### src/rtl/mem_access_stage_if.sv
// Data-memory request/grant/response bus between the MEM stage (master) and data memory (slave).
interface mem_access_stage_if #(
    parameter int DATA_WIDTH = 32
);
    logic                    dmem_req;
    logic                    dmem_we;
    logic [DATA_WIDTH-1:0]   dmem_addr;
    logic [DATA_WIDTH-1:0]   dmem_wdata;
    logic [DATA_WIDTH/8-1:0] dmem_be;
    logic                    dmem_gnt;
    logic                    dmem_rvalid;
    logic [DATA_WIDTH-1:0]   dmem_rdata;

    modport master (
        output dmem_req, dmem_we, dmem_addr, dmem_wdata, dmem_be,
        input  dmem_gnt, dmem_rvalid, dmem_rdata
    );

    modport slave (
        input  dmem_req, dmem_we, dmem_addr, dmem_wdata, dmem_be,
        output dmem_gnt, dmem_rvalid, dmem_rdata
    );
endinterface

### src/rtl/mem_access_stage.sv
// Pipeline MEM stage: issues loads/stores over the dmem req/gnt/rvalid bus, extends load data,
// stalls upstream while an access is outstanding and registers the MEM/WB outputs.
module mem_access_stage #(
    parameter int DATA_WIDTH          = 32,
    parameter int INST_ADDR_WIDTH     = 32,
    parameter int REGISTER_ADDR_WIDTH = 5
) (
    input  logic                           clk,
    input  logic                           rst_n,
    input  logic                           valid_EX_MEM_o,
    input  logic [DATA_WIDTH-1:0]          alu_res_EX_MEM_o,
    input  logic [DATA_WIDTH-1:0]          write_data_EX_MEM_o,
    input  logic [2:0]                     funct3_EX_MEM_o,
    input  logic                           mem_write_EX_MEM_o,
    input  logic [1:0]                     result_sel_EX_MEM_o,
    input  logic                           reg_write_EX_MEM_o,
    input  logic [REGISTER_ADDR_WIDTH-1:0] rd_EX_MEM_o,
    input  logic [INST_ADDR_WIDTH-1:0]     PC_plus_4_EX_MEM_o,
    mem_access_stage_if.master             dmem,
    output logic                           stall_MEM,
    output logic                           mem_fault_MEM,
    output logic                           reg_write_MEM_WB_o,
    output logic [REGISTER_ADDR_WIDTH-1:0] rd_MEM_WB_o,
    output logic [1:0]                     result_sel_MEM_WB_o,
    output logic [DATA_WIDTH-1:0]          alu_res_MEM_WB_o,
    output logic [DATA_WIDTH-1:0]          read_data_MEM_WB_o,
    output logic [INST_ADDR_WIDTH-1:0]     PC_plus_4_MEM_WB_o
);

    typedef enum logic [1:0] {IDLE, REQ, RESP} state_t;

    state_t state_q, state_d;

    logic                    is_store, is_load, mem_op;
    logic                    f3_legal, misaligned, fault;
    logic                    req, retire_load;
    logic [1:0]              lane;
    logic [DATA_WIDTH/8-1:0] be_lanes;
    logic [DATA_WIDTH-1:0]   wdata_lanes;
    logic [7:0]              byte_v;
    logic [15:0]             half_v;
    logic [DATA_WIDTH-1:0]   load_ext;

    assign lane     = alu_res_EX_MEM_o[1:0];
    assign is_store = mem_write_EX_MEM_o;
    assign is_load  = !mem_write_EX_MEM_o && (result_sel_EX_MEM_o == 2'b01);
    assign mem_op   = valid_EX_MEM_o && (is_store || is_load);

    always_comb begin
        f3_legal = 1'b0;
        case (funct3_EX_MEM_o)
            3'b000, 3'b001, 3'b010: f3_legal = 1'b1;
            3'b100, 3'b101:         f3_legal = is_load;
            default:                f3_legal = 1'b0;
        endcase
    end

    assign misaligned = ((funct3_EX_MEM_o[1:0] == 2'b01) && lane[0]) ||
                        ((funct3_EX_MEM_o[1:0] == 2'b10) && (lane != 2'b00));

    // Legality is only judged on entry; once issued, the held EX/MEM inputs are trusted.
    assign fault = rst_n && (state_q == IDLE) && mem_op && (!f3_legal || misaligned);

    always_comb begin
        be_lanes    = '1;
        wdata_lanes = write_data_EX_MEM_o;
        case (funct3_EX_MEM_o[1:0])
            2'b00: begin
                be_lanes    = 4'b0001 << lane;
                wdata_lanes = {(DATA_WIDTH/8){write_data_EX_MEM_o[7:0]}};
            end
            2'b01: begin
                be_lanes    = lane[1] ? 4'b1100 : 4'b0011;
                wdata_lanes = {(DATA_WIDTH/16){write_data_EX_MEM_o[15:0]}};
            end
            default: begin
                be_lanes    = '1;
                wdata_lanes = write_data_EX_MEM_o;
            end
        endcase
    end

    assign byte_v = dmem.dmem_rdata[{lane, 3'b000} +: 8];
    assign half_v = dmem.dmem_rdata[{lane[1], 4'b0000} +: 16];

    always_comb begin
        load_ext = dmem.dmem_rdata;
        case (funct3_EX_MEM_o)
            3'b000:  load_ext = {{(DATA_WIDTH-8){byte_v[7]}}, byte_v};
            3'b001:  load_ext = {{(DATA_WIDTH-16){half_v[15]}}, half_v};
            3'b100:  load_ext = {{(DATA_WIDTH-8){1'b0}}, byte_v};
            3'b101:  load_ext = {{(DATA_WIDTH-16){1'b0}}, half_v};
            default: load_ext = dmem.dmem_rdata;
        endcase
    end

    always_ff @(posedge clk or negedge rst_n) begin
        if (!rst_n) state_q <= IDLE;
        else        state_q <= state_d;
    end

    always_comb begin
        state_d     = state_q;
        req         = 1'b0;
        stall_MEM   = 1'b0;
        retire_load = 1'b0;
        case (state_q)
            IDLE: begin
                if (mem_op && !fault) begin
                    req = 1'b1;
                    if (dmem.dmem_gnt) begin
                        if (is_load) begin
                            state_d   = RESP;
                            stall_MEM = 1'b1;
                        end
                    end else begin
                        state_d   = REQ;
                        stall_MEM = 1'b1;
                    end
                end
            end
            REQ: begin
                req       = 1'b1;
                stall_MEM = 1'b1;
                if (dmem.dmem_gnt) begin
                    if (is_load) begin
                        state_d = RESP;
                    end else begin
                        state_d   = IDLE;
                        stall_MEM = 1'b0;
                    end
                end
            end
            RESP: begin
                stall_MEM = 1'b1;
                if (dmem.dmem_rvalid) begin
                    stall_MEM   = 1'b0;
                    retire_load = 1'b1;
                    state_d     = IDLE;
                end
            end
            default: state_d = IDLE;
        endcase
        // Request and stall must fall while reset is held, even with a mem op still presented.
        if (!rst_n) begin
            req         = 1'b0;
            stall_MEM   = 1'b0;
            retire_load = 1'b0;
        end
    end

    assign mem_fault_MEM   = fault;
    assign dmem.dmem_req   = req;
    assign dmem.dmem_we    = req && is_store;
    assign dmem.dmem_addr  = req ? {alu_res_EX_MEM_o[DATA_WIDTH-1:2], 2'b00} : '0;
    assign dmem.dmem_wdata = (req && is_store) ? wdata_lanes : '0;
    assign dmem.dmem_be    = req ? be_lanes : '0;

    always_ff @(posedge clk or negedge rst_n) begin
        if (!rst_n) begin
            reg_write_MEM_WB_o  <= 1'b0;
            rd_MEM_WB_o         <= '0;
            result_sel_MEM_WB_o <= '0;
            alu_res_MEM_WB_o    <= '0;
            read_data_MEM_WB_o  <= '0;
            PC_plus_4_MEM_WB_o  <= '0;
        end else if (stall_MEM) begin
            reg_write_MEM_WB_o <= 1'b0;
        end else begin
            reg_write_MEM_WB_o  <= valid_EX_MEM_o && reg_write_EX_MEM_o && !fault;
            rd_MEM_WB_o         <= rd_EX_MEM_o;
            result_sel_MEM_WB_o <= result_sel_EX_MEM_o;
            alu_res_MEM_WB_o    <= alu_res_EX_MEM_o;
            PC_plus_4_MEM_WB_o  <= PC_plus_4_EX_MEM_o;
            if (retire_load) read_data_MEM_WB_o <= load_ext;
        end
    end

endmodule

### src/flat_wrapper.sv
// flat-port wrapper written by rule: the top's interface ports become plain ports
module mem_access_stage_flat 
#(
    parameter int DATA_WIDTH          = 32,
    parameter int INST_ADDR_WIDTH     = 32,
    parameter int REGISTER_ADDR_WIDTH = 5
)
  (clk, rst_n, valid_EX_MEM_o, alu_res_EX_MEM_o, write_data_EX_MEM_o, funct3_EX_MEM_o, mem_write_EX_MEM_o, result_sel_EX_MEM_o, reg_write_EX_MEM_o, rd_EX_MEM_o, PC_plus_4_EX_MEM_o, stall_MEM, mem_fault_MEM, reg_write_MEM_WB_o, rd_MEM_WB_o, result_sel_MEM_WB_o, alu_res_MEM_WB_o, read_data_MEM_WB_o, PC_plus_4_MEM_WB_o, dmem_dmem_req, dmem_dmem_we, dmem_dmem_addr, dmem_dmem_wdata, dmem_dmem_be, dmem_dmem_gnt, dmem_dmem_rvalid, dmem_dmem_rdata);
  mem_access_stage_if #(.DATA_WIDTH(DATA_WIDTH)) dmem_i ();
  input  logic clk;
  input  logic rst_n;
  input  logic valid_EX_MEM_o;
  input  logic [DATA_WIDTH-1:0] alu_res_EX_MEM_o;
  input  logic [DATA_WIDTH-1:0] write_data_EX_MEM_o;
  input  logic [2:0] funct3_EX_MEM_o;
  input  logic mem_write_EX_MEM_o;
  input  logic [1:0] result_sel_EX_MEM_o;
  input  logic reg_write_EX_MEM_o;
  input  logic [REGISTER_ADDR_WIDTH-1:0] rd_EX_MEM_o;
  input  logic [INST_ADDR_WIDTH-1:0] PC_plus_4_EX_MEM_o;
  output logic stall_MEM;
  output logic mem_fault_MEM;
  output logic reg_write_MEM_WB_o;
  output logic [REGISTER_ADDR_WIDTH-1:0] rd_MEM_WB_o;
  output logic [1:0] result_sel_MEM_WB_o;
  output logic [DATA_WIDTH-1:0] alu_res_MEM_WB_o;
  output logic [DATA_WIDTH-1:0] read_data_MEM_WB_o;
  output logic [INST_ADDR_WIDTH-1:0] PC_plus_4_MEM_WB_o;
  output wire logic [$bits(dmem_i.dmem_req)-1:0] dmem_dmem_req;
  output wire logic [$bits(dmem_i.dmem_we)-1:0] dmem_dmem_we;
  output wire logic [$bits(dmem_i.dmem_addr)-1:0] dmem_dmem_addr;
  output wire logic [$bits(dmem_i.dmem_wdata)-1:0] dmem_dmem_wdata;
  output wire logic [$bits(dmem_i.dmem_be)-1:0] dmem_dmem_be;
  input wire logic [$bits(dmem_i.dmem_gnt)-1:0] dmem_dmem_gnt;
  input wire logic [$bits(dmem_i.dmem_rvalid)-1:0] dmem_dmem_rvalid;
  input wire logic [$bits(dmem_i.dmem_rdata)-1:0] dmem_dmem_rdata;
  assign dmem_dmem_req = dmem_i.dmem_req;
  assign dmem_dmem_we = dmem_i.dmem_we;
  assign dmem_dmem_addr = dmem_i.dmem_addr;
  assign dmem_dmem_wdata = dmem_i.dmem_wdata;
  assign dmem_dmem_be = dmem_i.dmem_be;
  assign dmem_i.dmem_gnt = dmem_dmem_gnt;
  assign dmem_i.dmem_rvalid = dmem_dmem_rvalid;
  assign dmem_i.dmem_rdata = dmem_dmem_rdata;
  mem_access_stage #(.DATA_WIDTH(DATA_WIDTH), .INST_ADDR_WIDTH(INST_ADDR_WIDTH), .REGISTER_ADDR_WIDTH(REGISTER_ADDR_WIDTH)) u_core (.clk(clk), .rst_n(rst_n), .valid_EX_MEM_o(valid_EX_MEM_o), .alu_res_EX_MEM_o(alu_res_EX_MEM_o), .write_data_EX_MEM_o(write_data_EX_MEM_o), .funct3_EX_MEM_o(funct3_EX_MEM_o), .mem_write_EX_MEM_o(mem_write_EX_MEM_o), .result_sel_EX_MEM_o(result_sel_EX_MEM_o), .reg_write_EX_MEM_o(reg_write_EX_MEM_o), .rd_EX_MEM_o(rd_EX_MEM_o), .PC_plus_4_EX_MEM_o(PC_plus_4_EX_MEM_o), .dmem(dmem_i), .stall_MEM(stall_MEM), .mem_fault_MEM(mem_fault_MEM), .reg_write_MEM_WB_o(reg_write_MEM_WB_o), .rd_MEM_WB_o(rd_MEM_WB_o), .result_sel_MEM_WB_o(result_sel_MEM_WB_o), .alu_res_MEM_WB_o(alu_res_MEM_WB_o), .read_data_MEM_WB_o(read_data_MEM_WB_o), .PC_plus_4_MEM_WB_o(PC_plus_4_MEM_WB_o));
endmodule
### config.mk
export PLATFORM = sky130hd
export DESIGN_NAME = mem_access_stage_flat
export DESIGN_NICKNAME = d
export VERILOG_FILES = /design/src/rtl/mem_access_stage_if.sv /design/src/rtl/mem_access_stage.sv /design/src/flat_wrapper.sv
export SDC_FILE = /design/constraint.sdc
export NUM_CORES = 1
export LEC_CHECK = 0
export ABC_AREA = 1
export ABC_CLOCK_PERIOD_IN_PS = 1900
export CORE_MARGIN = 4
export CORE_UTILIZATION = 39
export CTS_CLUSTER_SIZE = 12
export DETAILED_ROUTE_END_ITERATION = 12
export PLACE_DENSITY = 0.82
export SYNTH_ARGS = -nofsm -noshare
export SYNTH_HDL_FRONTEND = slang
export SYNTH_SLANG_ARGS = --single-unit
### constraint.sdc
create_clock -name clk -period 1.9 [get_ports clk]
set_input_delay 0.38 -clock clk [delete_from_list [all_inputs] [get_ports clk]]
set_output_delay 0.38 -clock clk [all_outputs]
set_load 0.005 [all_outputs]
# == Yosys cells after proc, flatten, opt, wreduce, memory -nomap -nowiden ==
# Index checks and enable logic that the tools add are counted.
# op_classes
eq_ne,13
n_shift,3
muxes,28
bitwise,1
n_reduce_logical,25
# op_table
op,n
$pmux 32 s4,1
$mux 32,2
$pmux 32 s2,1
$shiftx 32x6->16,1
$shiftx 32x6->8,1
$mux 2,6
$logic_and 1x1->1,11
$mux 1,11
$mux 4,2
$pmux 4 s2,1
$eq 2x1->1 const B,3
$eq 3x3->1 const B,2
$ne 2x2->1 const B,3
$pmux 2 s3,1
$eq 2x2->1 const B,2
$logic_not 2->1,2
$pmux 1 s2,2
$reduce_and 4->1,1
$shl 1x2->4 const A,1
$eq 3x1->1 const B,1
$eq 3x2->1 const B,1
$logic_not 1->1,3
$logic_not 3->1,1
$logic_or 1x1->1,3
7 further kinds,7
# word_totals
register_bits,106
word_cells,77

# == Logic depth before layout (Yosys ltp) ==
# depth
word_depth,13
ltp_mapped,12

# == Worst setup path before layout ==
# No wires, ideal clock.
# synth_path
kind,input port to output port
start,input port alu_res_EX_MEM_o[1]
end,output port dmem_dmem_wdata[22]
arrival_ps,1462
required_ps,1520
path_slack_ps,58
path_stages,11
path_cell_list,buf_2 > nor2_1 > nor2_1 > nor2_1 > nand2_1 > nand2_1 > nand2_1 > nand2_1 > nand4_2 > buf_2 > nor2_1
# synth_between
elab_chain_len,12
# synth_rtl
element,line,rtl
start: declaration,flat_wrapper.sv:13,input logic [DATA_WIDTH-1:0] alu_res_EX_MEM_o;
$reduce_bool 2->1,mem_access_stage.sv:59,((funct3_EX_MEM_o[1:0] == 2'b10) && (lane != 2'b00));
$logic_and 1x1->1,mem_access_stage.sv:59,
$logic_or 1x1->1,mem_access_stage.sv:58,assign misaligned = ((funct3_EX_MEM_o[1:0] == 2'b01) && lane[0]) ||
$logic_or 1x1->1,mem_access_stage.sv:62,assign fault = rst_n && (state_q == IDLE) && mem_op && (!f3_legal || misaligned);
$logic_and 1x1->1,mem_access_stage.sv:62,
$logic_not 1->1,mem_access_stage.sv:109,if (mem_op && !fault) begin
$logic_and 1x1->1,mem_access_stage.sv:109,
$mux 1,mem_access_stage.sv:109,
$pmux 1 s2,mem_access_stage.sv:107,case (state_q)
$mux 1,mem_access_stage.sv:145,if (!rst_n) begin
$logic_and 1x1->1,mem_access_stage.sv:156,assign dmem.dmem_wdata = (req && is_store) ? wdata_lanes : '0;
$mux 32,mem_access_stage.sv:156,
end: declaration,flat_wrapper.sv:32,output wire logic [$bits(dmem_i.dmem_wdata)-1:0] dmem_dmem_wdata;
# No other way between the ends.

# == Worst setup path in the final report ==
# layout_path
start,register u_core.state_q[1]
end,output port dmem_dmem_wdata[23]
# layout_between
elab_chain_len,11
# layout_rtl
element,line,rtl
start: declaration,mem_access_stage.sv:32,"state_t state_q, state_d;"
start signal: assignment,mem_access_stage.sv:99,else state_q <= state_d;
$logic_not 2->1,"mem_access_stage.sv:62, mem_access_stage.sv:107",
$logic_and 1x1->1 (3 in series),mem_access_stage.sv:62,
$logic_not 1->1,mem_access_stage.sv:109,
$logic_and 1x1->1,mem_access_stage.sv:109,
$mux 1,mem_access_stage.sv:109,
$pmux 1 s2 (*),mem_access_stage.sv:107,
$mux 1 (*),mem_access_stage.sv:145,
$logic_and 1x1->1 (*),mem_access_stage.sv:156,
$mux 32 (*),mem_access_stage.sv:156,
# Every way passes the cells marked *; elsewhere a longest branch is shown, timed or not.

==> report_table.html <==
<table>
<tr><th>Metric</th><th>Value</th></tr>
<tr><th colspan="2">GRT</th></tr>
<tr><td>Via count of the first global-routing pass</td><td>roughly 6600</td></tr>
<tr><td>Largest net degree at the start of global routing</td><td>between 80 and 90</td></tr>
<tr><td>Initial antenna violation count</td><td>2</td></tr>
<tr><td>Global routing usage summed across all routing layers</td><td>approximately a quarter</td></tr>
<tr><td>Wire length of the first global-routing pass</td><td>between 30 and 40 mm</td></tr>
<tr><td>Congestion Overflow GR</td><td>0</td></tr>
<tr><th colspan="2">Timing</th></tr>
<tr><td>Number of pins exceeding their max-slew limit in the final report</td><td>0</td></tr>
<tr><td>Measured slew at the worst slew-check pin</td><td>about 0.93 ns</td></tr>
<tr><td>Unrepaired setup endpoints after global routing</td><td>true</td></tr>
<tr><td>Minimum clock period after layout</td><td>2.28 ns</td></tr>
<tr><td>Final hold violation count</td><td>0</td></tr>
<tr><td>Final setup violation count</td><td>70</td></tr>
<tr><td>Final worst slack</td><td>-0.376 ns</td></tr>
<tr><td>Peak clock frequency supported by timing</td><td>~0.44 GHz</td></tr>
<tr><td>Worst setup skew after layout</td><td>approximately 0.0090 ns</td></tr>
<tr><td>Final worst-path cycle share</td><td>120%</td></tr>
<tr><td>Headroom to the max-slew limit</td><td>between 30% and 40%</td></tr>
<tr><th colspan="2">Die</th></tr>
<tr><td>Core outline area</td><td>roughly 14000 um^2</td></tr>
<tr><td>Width of the chip</td><td>roughly 130 um</td></tr>
<tr><td>Effective utilization at floorplan</td><td>about two fifths</td></tr>
<tr><td>Number of I/O pins</td><td>321</td></tr>
<tr><td>Die area</td><td>16300 um^2</td></tr>
<tr><td>Floorplan die height</td><td>between 100 and 150 um</td></tr>
<tr><td>Standard-cell row count</td><td>between 40 and 50</td></tr>
<tr><th colspan="2">Clocking</th></tr>
<tr><td>Source-to-sink clock delay at the later pin of the worst-skew pair</td><td>between 0.3 and 0.4 ns</td></tr>
<tr><td>Clock tree buffer depth</td><td>2</td></tr>
<tr><td>Count of clock tree sinks</td><td>approximately 110</td></tr>
<tr><td>TritonCTS clock tree</td><td>yes</td></tr>
<tr><td>H-tree depth reported by CTS</td><td>3</td></tr>
<tr><td>Total clock buffers created by CTS</td><td>9</td></tr>
<tr><td>Root Buffer</td><td>clkbuf_16</td></tr>
<tr><td>Clock slew at reported path FFs</td><td>around 0.07 ns</td></tr>
<tr><th colspan="2">Run status</th></tr>
<tr><td>Violated checks</td><td>setup timing</td></tr>
<tr><td>Outcome</td><td>finished with violations</td></tr>
<tr><th colspan="2">Placement</th></tr>
<tr><td>Number of input and output port buffers inserted</td><td>318</td></tr>
<tr><td>Placement Cell Area</td><td>9370 um^2</td></tr>
<tr><td>Post-detailed-placement half-perimeter wirelength</td><td>16.5 mm</td></tr>
<tr><td>RD Place Congestion</td><td>0.919</td></tr>
<tr><th colspan="2">Worst setup path</th></tr>
<tr><td>Reg-to-reg startpoint</td><td>u_core.state_q[1]</td></tr>
<tr><td>Setup crit start kind</td><td>register</td></tr>
<tr><td>Capture instance of the worst register-to-register path</td><td>u_core.alu_res_MEM_WB_o[26]</td></tr>
<tr><td>Worst setup path endpoint</td><td>dmem_dmem_wdata[23]</td></tr>
<tr><td>Number of cells on the critical path</td><td>11</td></tr>
<tr><td>Delay of the slowest cell on the worst path</td><td>roughly 0.4 ns</td></tr>
<tr><td>CP max FO</td><td>8</td></tr>
<tr><td>Critical Path RT</td><td>1.52 ns</td></tr>
<tr><td>Startpoint of the most critical setup path</td><td>u_core.state_q[1]</td></tr>
<tr><td>Cells along the critical path</td><td>nor2_2 &gt; nand2_1 &gt; nor2_1 &gt; nand2_1 &gt; nand2_1 &gt; nand2_2 &gt; nand4_4 &gt; buf_6 &gt; clkbuf_16 &gt; nor2_1 &gt; buf_2</td></tr>
<tr><td>CP bufs+invs</td><td>3</td></tr>
<tr><td>WP data arrival</td><td>roughly 1.9 ns</td></tr>
<tr><td>Critical path's slowest cell</td><td>dfrtp_1</td></tr>
<tr><td>Capturing element type of the critical path</td><td>output pin</td></tr>
<tr><td>Path type of the worst setup path</td><td>reg2out</td></tr>
<tr><td>CP delay by family, top</td><td>simple AND/OR/NAND/NOR gates</td></tr>
<tr><td>Most frequent CP cell</td><td>nand2_1</td></tr>
<tr><td>Slack of the worst reg-to-reg path</td><td>0.05 ns</td></tr>
<tr><td>Path depth of the worst reg2reg path</td><td>13</td></tr>
<tr><th colspan="2">Drt</th></tr>
<tr><td>Router iterations before antenna repair</td><td>5</td></tr>
<tr><td>Total Wirelength</td><td>~24 mm</td></tr>
<tr><td>Iter 0 DRT Violations</td><td>562</td></tr>
<tr><td>Residual DRC count</td><td>0</td></tr>
<tr><td>Via/cell ratio</td><td>a little over 5</td></tr>
<tr><td>Antenna-violating nets left</td><td>0</td></tr>
<tr><td>Vias after detailed routing</td><td>just under 7000</td></tr>
<tr><td>Per-cell routed wire length</td><td>between 15 and 20 um</td></tr>
<tr><th colspan="2">Pwr</th></tr>
<tr><td>Cell leakage power</td><td>5.16 nW</td></tr>
<tr><td>Maximum ir drop on the vdd rail</td><td>between 0.0005 and 0.0006 V</td></tr>
<tr><td>Total power per unit cell area</td><td>about 940 nW/um^2</td></tr>
<tr><th colspan="2">Logic synthesis</th></tr>
<tr><td>Post-synthesis average cell area</td><td>7.05 um^2</td></tr>
<tr><td>Number of library cell types mapped by synthesis</td><td>29</td></tr>
<tr><td>Netlist area before placement</td><td>5590 um^2</td></tr>
<tr><td>Leading post-synthesis cells by cell area</td><td>dfrtp_1 47%, nand2_1 19%, nor2_1 7.8%</td></tr>
<tr><td>Cell type with the largest total area after synthesis</td><td>dfrtp_1</td></tr>
<tr><td>Area share of the largest cell type after synthesis</td><td>a little under half</td></tr>
<tr><td>Part of the Yosys area used for sequential elements</td><td>between 40% and 50%</td></tr>
<tr><td>Synthesis Warnings</td><td>0</td></tr>
<tr><td>Instance count of the mapped netlist</td><td>792</td></tr>
<tr><td>Flip-flop and latch count after synthesis</td><td>between 100 and 150</td></tr>
<tr><th colspan="2">Job</th></tr>
<tr><td>Maximum Capacitance Violations</td><td>0</td></tr>
<tr><th colspan="2">Final layout</th></tr>
<tr><td>Final core utilization</td><td>about 72%</td></tr>
<tr><td>Net total in the final layout</td><td>roughly 1300</td></tr>
<tr><td>Leading cell type in the layout, fill and taps excluded</td><td>nand2_1</td></tr>
<tr><td>P&amp;R area growth vs syn</td><td>80.8%</td></tr>
<tr><td>Area of all placed cells without fillers</td><td>a little over 10000 um^2</td></tr>
<tr><td>Highest-count cells in the layout ignoring fill and taps</td><td>280 x nand2_1, 238 x clkdlybuf4s50_1, 106 x dfrtp_1, 88 x nor2_1, 75 x nand3_1</td></tr>
<tr><td>Fraction of layout cells with a size suffix above 1</td><td>between 20% and 30%</td></tr>
<tr><th colspan="2">Worst hold path</th></tr>
<tr><td>Class of the most critical hold timing path</td><td>in2async</td></tr>
</table>
==> flip-flops by register name, indices dropped and copies added (netlist names) <==
name and flops:
u_core.PC_plus_4_MEM_WB_o 32, u_core.state_q 2, u_core.alu_res_MEM_WB_o 32, u_core.result_sel_MEM_WB_o 2, u_core.reg_write_MEM_WB_o 1, u_core.rd_MEM_WB_o 5
u_core.read_data_MEM_WB_o 32
==> cell type report <==
class                           instances  area (um^2)
Antenna cell                            2         5.00
Clock buffer                           10          239
Clock inverter                          6          111
Fill cell                            1080         3830
Inverter                               66          250
Multi-Input combinational cell        574         2650
Sequential cell                       106         2650
Tap cell                              180          225
Timing Repair Buffer                  421         3970
==> cells by family after synthesis <==
family                 synth area share (%)
other                                0.0671
AND/OR/NAND/NOR                        35.3
AO/OA/AOI/OAI                          8.76
flip-flops                             47.5
buffers and inverters                  8.42
==> routing by layer <==
metal  vias up  wire [um]  GRT usage, %
met1      3201       8920          30.0
li1       3257          -             -
met5         -          0             0
met2       371      11900          44.0
met4         0       1280          15.5
met3        76       1980          6.83
==> cells in the mapped netlist (all sizes together) <==
cell type / n
clkbuf: 18
buf: 29
dfrtp: 106
nor2: 118
nand4: 2
a31oi: 1
a211oi: 1
o21a: 1
nand3b: 1
o21ai: 47
nand3: 76
a41oi: 8
inv: 66
o211ai: 3
nand2: 285
a21oi: 28
conb: 1
nor4: 1
==> power breakdown <==
group          switching, mW  total (mW)  internal [mW]  leakage, nW
Clock                  0.844        2.17           1.33        0.169
Combinational           1.84        4.10           2.26         3.71
Sequential             0.354        3.23           2.88         1.27
Total                   3.03        9.50           6.47         5.16
==> worst min-delay path by stage <==
stage          start                       endpoint  depth (start not counted)
4_1_cts        rst_n  u_core.read_data_MEM_WB_o[29]                          3
3_3_place_gp   rst_n              u_core.state_q[0]                          2
3_5_place_dp   rst_n              u_core.state_q[0]                          2
6_report       rst_n  u_core.read_data_MEM_WB_o[29]                          3
5_1_grt        rst_n  u_core.read_data_MEM_WB_o[29]                          3
2_1_floorplan  rst_n   u_core.PC_plus_4_MEM_WB_o[0]                          0
==> worst min-delay path, cell delays in order <==
cell and delay (ns):
buf_6 0.07, buf_4 0.20, buf_12 0.35
==> metrics by stage <==
stage | setup TNS, ns | total power [mW] | hold WS, ns | cells | setup WS (ns)
after detailed placement | -132.53 | 6.95 | 0.312 | 1316 | -1.09
after global placement | -132.16 | 6.89 | 0.311 | 1316 | -1.11
after floorplan | 0 | 4.53 | 0.0844 | 793 | 0.0577
after global routing | -32.11 | 10.0 | 0.295 | 1365 | -0.484
after CTS | -19.01 | 9.17 | 0.255 | 1339 | -0.509
final | -21.89 | 9.50 | 0.242 | 1365 | -0.376
==> timing repair <==
| action | CTS | global route |
|---|---|---|
| hold buffers | 1 | 0 |
| hold endpoints to repair | 4 | 0 |
| pin swaps | 12 | 12 |
| endpoints found under the setup margin | 154 | 141 |
| setup buffers | 9 | 13 |
| gates resized for setup | 217 | 144 |
| cloned | 1 | 12 |
Note: power is estimated with default switching activity, not from simulation.
